[config.mk]
export PLATFORM = sky130hd
export DESIGN_NAME = hist_sched
export DESIGN_NICKNAME = d
export VERILOG_FILES = /design/src/rtl/hist_sched.sv
export SDC_FILE = /design/constraint.sdc
export NUM_CORES = 1
export LEC_CHECK = 0
export CORE_AREA = 3 3 206 208
export DETAILED_ROUTE_END_ITERATION = 10
export DIE_AREA = 0 0 209 211
export HOLD_SLACK_MARGIN = 0.12
export PLACE_DENSITY_LB_ADDON = 0.25
export REMOVE_ABC_BUFFERS = 1
export SETUP_SLACK_MARGIN = 0.2
export SLEW_MARGIN = 30
export SYNTH_ARGS = -nofsm -noshare
export SYNTH_HDL_FRONTEND = slang
export SYNTH_SLANG_ARGS = --single-unit
[constraint.sdc]
create_clock -name wrclk -period 4.5 [get_ports wrclk]
set_input_delay 0.9 -clock wrclk [delete_from_list [all_inputs] [get_ports wrclk]]
set_output_delay 0.9 -clock wrclk [all_outputs]
set_load 0.01 [all_outputs]
[src/rtl/hist_sched.sv]
// hist_sched: per-frame sequencer for the histogram datapath.
// Clears the bin memory, streams NWORDS input words into it, then steps the
// prefix-sum accumulator chunk by chunk and hands each result downstream
// over a valid/ready handshake.
module hist_sched #(
   parameter int NWORDS = 32,
   parameter int CHUNKS = 32
) (
   input  logic         wrclk,
   input  logic         rst,
   input  logic         start,
   input  logic         in_valid,
   input  logic [127:0] in_data,
   output logic         in_ready,
   output logic         mem_clr,
   output logic         mem_wd,
   output logic [127:0] mem_data,
   output logic         acc_en,
   output logic [4:0]   acc_idx,
   input  logic [127:0] acc_out,
   output logic         out_valid,
   output logic [127:0] out_data,
   output logic         out_last,
   input  logic         out_ready,
   output logic         busy,
   output logic         done
);

   localparam int WCW = (NWORDS > 1) ? $clog2(NWORDS) : 1;
   localparam logic [WCW-1:0] WORD_LAST  = WCW'(NWORDS - 1);
   localparam logic [4:0]     CHUNK_LAST = 5'(CHUNKS - 1);

   typedef enum logic [2:0] {
      ST_IDLE  = 3'd0,
      ST_CLEAR = 3'd1,
      ST_LOAD  = 3'd2,
      ST_ACCUM = 3'd3,
      ST_DONE  = 3'd4
   } state_t;

   state_t         state;
   state_t         state_next;
   logic [WCW-1:0] word_cnt;
   logic [4:0]     chunk_cnt;
   logic           pend;
   logic           handshake;

   // The chunk counter doubles as the step index; it only moves on a handshake,
   // so it also identifies the chunk currently held in out_data.
   assign acc_idx  = chunk_cnt;
   assign out_last = out_valid & (chunk_cnt == CHUNK_LAST);

   // Next-state decode and state-derived control outputs.
   always_comb begin
      state_next = state;
      in_ready   = 1'b0;
      mem_clr    = 1'b0;
      mem_wd     = 1'b0;
      mem_data   = 128'd0;
      acc_en     = 1'b0;
      busy       = 1'b1;
      done       = 1'b0;
      handshake  = 1'b0;
      case (state)
         ST_IDLE: begin
            busy = 1'b0;
            if (start) begin
               state_next = ST_CLEAR;
            end else begin
               state_next = ST_IDLE;
            end
         end
         ST_CLEAR: begin
            mem_clr    = 1'b1;
            state_next = ST_LOAD;
         end
         ST_LOAD: begin
            in_ready = 1'b1;
            mem_wd   = in_valid;
            mem_data = in_data;
            if (in_valid && (word_cnt == WORD_LAST)) begin
               state_next = ST_ACCUM;
            end else begin
               state_next = ST_LOAD;
            end
         end
         ST_ACCUM: begin
            // A new step is issued only once the previous result has left.
            acc_en    = ~pend & ~out_valid;
            handshake = out_valid & out_ready;
            if (handshake && (chunk_cnt == CHUNK_LAST)) begin
               state_next = ST_DONE;
            end else begin
               state_next = ST_ACCUM;
            end
         end
         ST_DONE: begin
            done       = 1'b1;
            state_next = ST_IDLE;
         end
         default: begin
            busy       = 1'b0;
            state_next = ST_IDLE;
         end
      endcase
   end

   // State register.
   always_ff @(posedge wrclk) begin
      if (rst) begin
         state <= ST_IDLE;
      end else begin
         state <= state_next;
      end
   end

   // Word and chunk counters; both wrap to zero on the last item of a frame.
   always_ff @(posedge wrclk) begin
      if (rst || (state == ST_CLEAR)) begin
         word_cnt  <= '0;
         chunk_cnt <= 5'd0;
      end else begin
         if (mem_wd) begin
            word_cnt <= (word_cnt == WORD_LAST) ? '0 : word_cnt + 1'b1;
         end
         if (handshake) begin
            chunk_cnt <= (chunk_cnt == CHUNK_LAST) ? 5'd0 : chunk_cnt + 5'd1;
         end
      end
   end

   // Step pipeline: pend marks the cycle acc_out is valid, which is then captured.
   always_ff @(posedge wrclk) begin
      if (rst) begin
         pend      <= 1'b0;
         out_valid <= 1'b0;
         out_data  <= 128'd0;
      end else begin
         pend <= acc_en;
         if (pend) begin
            out_valid <= 1'b1;
            out_data  <= acc_out;
         end else if (handshake) begin
            out_valid <= 1'b0;
         end
      end
   end

endmodule

=== After elaboration in Yosys (flattened, before gate mapping) ===
Index checks and enable logic that the tools add are counted.

* Register bits after elaboration: 143
* Word-level logic and storage cells: 41
* Output and inout bits: 269
* Bits of input ports: 261

* Reductions and logical operators: 6
* Bitwise logic cells: 5
* Equal/unequal tests: 6
* Muxes and demuxes: 16
* $add $sub $neg: 2

{| class="wikitable"
|+ Operator list
! cell !! number
|-
| 2-to-1 mux 128 bit || 1
|-
| case mux 3 bit (4 select lines) || 1
|-
| 2-to-1 mux 1 bit || 11
|-
| adder 5 x 1 -> 5 bit, second input constant || 2
|-
| == test 5 bit, second input constant || 2
|-
| 2-to-1 mux 5 bit || 2
|-
| == test 3 x 2 -> 1 bit, second input constant || 2
|-
| OR reduction 4 bit || 1
|-
| bitwise AND 1 bit || 3
|-
| == test 3 x 1 -> 1 bit, second input constant || 1
|-
| == test 3 bit, second input constant || 1
|-
| logical NOT 3 bit || 1
|-
| 2-to-1 mux 3 bit || 1
|-
| logical AND 1 bit || 2
|-
| inverter 1 bit || 2
|-
| nonzero test 2 bit || 1
|-
| logical OR 1 bit || 1
|}

=== Depth between registers and ports, before layout ===
* Depth in word-level cells: 4
* Mapped depth: 6
* Depth with buffers taken out: 6

=== Least setup slack after synthesis ===
OpenSTA, ideal clock, no wires.

* Kind: reg2out
* Start: register state[2]
* End: output port mem_data[108]
* Stages on the path, launching flop included: 5
* Slack: 2,322 ps
* Path buffers: 2
* Arrival time: 1,278 ps
* Path through: dfxtp_1 -> nor3b_2 -> buf_2 -> clkbuf_1 -> and2_1

* Cells in the longest elaborated chain, start to end: 2

{| class="wikitable"
|+ Ends and longest elaborated chain
! item !! line !! RTL
|-
| from (decl) || 41 || <nowiki>state_t state;</nowiki>
|-
| from (signal assigned) || 113 || <nowiki>state <= state_next;</nowiki>
|-
| == test 3 x 2 -> 1 bit || 64 || <nowiki>case (state)</nowiki>
|-
| 2-to-1 mux 128 bit || 64 ||
|-
| to (decl) || 17 || <nowiki>output logic [127:0] mem_data,</nowiki>
|}

No other way between the ends.

=== Worst setup path after layout ===
* Start: register state[1]
* End: output port mem_data[73]

The elaborated chain is that of the path after synthesis.

==> out/results.txt <==
Most used DFF post-synth - dfxtp_1
Hold path depth - 2
Final nets - 1414
CTS Buf Count - 17
Buffers added on ports - 529
Hold path start - word_cnt[4]
Crit path from - state[1]
Post_cts resized - 0
Layout Utilization - 0.307
R2R cell count - 3
Initial antenna violation count - 5
Initial Util - 0.149
Cell area after layout - 12500 um2
CTS sink count - 143
Largest cells by area after synthesis - dfxtp_1 47%, mux2i_1 21%, and2_1 14%
Total core area - 40700 um2
Mean post-synth cell area - 9.43 um2
DR WL/cell - 16.6 um
P&R area growth vs syn - 107%
Rel. slew slack - 0.387
Fraction of registers with async set/reset - 0
Critical Path RT - 3.60 ns
# IOs - 530
Hold_buf cts - 0
Drt via density - 3.65
Rows - 74
Pre-antenna DRT Iters - 4
Post-CTS Setup Repair Bufs - 0
Chip width - 209 um
Worst endpoint data arrival time - 2.75 ns
Dpl hpwl - 22.2 mm
Worst setup EP type - output pin
R2r setup slk - 2.41 ns
Worst Skew - 0.0167 ns
Status - finished clean
Most frequent cells in the layout - 528 x clkdlybuf4s50_1, 142 x dfxtp_1, 132 x nor2_1, 131 x and2_1, 128 x mux2i_1
Gate Count Post-Synth - 643
Largest net degree at the start of global routing - 73
R2r startpoint - pend
CTS root buf - clkbuf_16
Synth warnings - 0
Post-synth EDFFs - 0
Final total power - 0.00343 W
RR Endpoint - out_data[25]
Wirelength, routed - 28.1 mm
Total number of vias - 6175
Detailed Route Iter0 Violations - 223
Remaining DRCs - 0
Clk slew on worst S/H paths - 0.06 ns
First-pass GRT wire length - 40.6 mm
Vias in the first global route - 6393
Final setup margin - 0.852 ns
Post-synthesis cell type count - 29
Setup Slack @ Placement - 1.12 ns
Remaining global-route overflow - 0
Most common cell after layout, fill and taps aside - clkdlybuf4s50_1
Worst-margin pin slew - 0.919 ns
Clk_lat worst skew - 0.44 ns
Post-Syn Area - 6060 um2
Total track usage - 0.122
GP Congestion - 0.970
Minimum clock period - 3.65 ns
Die area - 44100 um2
Clock tree buffer depth - 2
Critical Path Sink - mem_data[73]
RSZ-0062 raised after global routing - no
Fill cell count - 4295
Leak pwr - 4.33 nW
Post-DRT Antenna Nets - 0
Chip height - 211 um
Max FO, Critical Path - 40
CTS H-Tree Depth - 4
Worst Setup Start Kind - register
Final setup violating endpoints - 0
DP Area - 11900 um2
FF+latch count, synth - 143
CTS tree - built
Critical path class - register to output pin
Power Dens Cells - 274 nW/um2
Final Slew Violations - 0
Post-synthesis sequential area ratio - 0.472
F_max - 0.274 GHz
Hold Path Class - register to register
Share of cells above drive strength 1 - 0.0336
Yosys top cell area share - 0.472
Leading area contributor after synthesis - dfxtp_1
Max VDD drop - 185 uV
Final period util - 0.811
Final Hold Vio Count - 0
Max Cap Viol - 0
metal layers:
metal  wire (um)  up-vias  track usage
met3        2030       25       0.0425
met4         506        4       0.0443
met2       13400      246        0.197
met1       12100     2785        0.150
li1            -     3115            -
met5          24        -            0
how the worst min path moves through the flow:
stage | slack, ns | to
global route | 0.51 | word_cnt[4]
finish | 0.46 | word_cnt[4]
detailed placement | 0.46 | word_cnt[4]
floorplan | 0.44 | word_cnt[4]
CTS | 0.47 | word_cnt[4]
global placement | 0.45 | word_cnt[4]
flip-flops by register name, indices dropped and copies added, names as in the netlist:
signal     count
acc_idx        5
out_data     128
out_valid      1
pend           1
state          3
word_cnt       5
worst max-delay path, stage by stage, from the launching register on:
cell and delay (ns):
dfxtp_1 0.39, nor3b_4 0.77, buf_4 0.43, and2_1 0.17, clkdlybuf4s50_1 0.54
cells in the mapped netlist, drive strengths merged, types with 2 or more instances:
cell type / number
inv: 4
a31oi: 2
buf: 21
clkbuf: 26
o21ai: 6
or3: 3
and3: 3
and2: 131
nor3: 2
o31a: 2
mux2i: 128
nor2: 132
nand3b: 2
nor3b: 2
or4: 3
a21oi: 12
or4b: 2
ha: 4
nand3: 4
dfxtp: 143
o31ai: 2
nand2: 5
power breakdown:
group | switching, W | internal, W | leakage, nW
logic | 0.000204 | 0.000383 | 2.87
clock network | 0.000590 | 0.000963 | 0.309
registers | 0.0000119 | 0.00128 | 1.15
total | 0.000807 | 0.00263 | 4.33
logic make-up after synthesis:
group                    after synthesis  synth area share
buffers and inverters                 51            0.0365
AND/OR/NAND/NOR                      292             0.248
XOR/XNOR                               1           0.00145
multiplexers                         128             0.211
AO/OA/AOI/OAI                         24            0.0223
adder cells (fa/ha/maj)                4           0.00826
flip-flops                           143             0.472
layout make-up:
cell class | count | area, um2 | area share
Antenna cell | 1 | 2.50 | 0.000200
Clock buffer | 20 | 457 | 0.0365
Clock inverter | 11 | 179 | 0.0143
Inverter | 4 | 15.0 | 0.00120
Multi-Input combinational cell | 449 | 2980 | 0.238
Sequential cell | 143 | 2870 | 0.229
Tap cell | 532 | 666 | 0.0531
Timing Repair Buffer | 534 | 5360 | 0.428
through the flow:
| stage | hold slack, ns | std cells | TNS [ns] |
|---|---|---|---|
| global route | 0.509 | 1694 | 0 |
| CTS | 0.468 | 1693 | 0 |
| floorplan | 0.441 | 596 | -55.88 |
| detailed placement | 0.459 | 1662 | 0 |
| finish | 0.462 | 1694 | 0 |
| global placement | 0.448 | 1662 | 0 |
(Power assumes the default switching activity.)
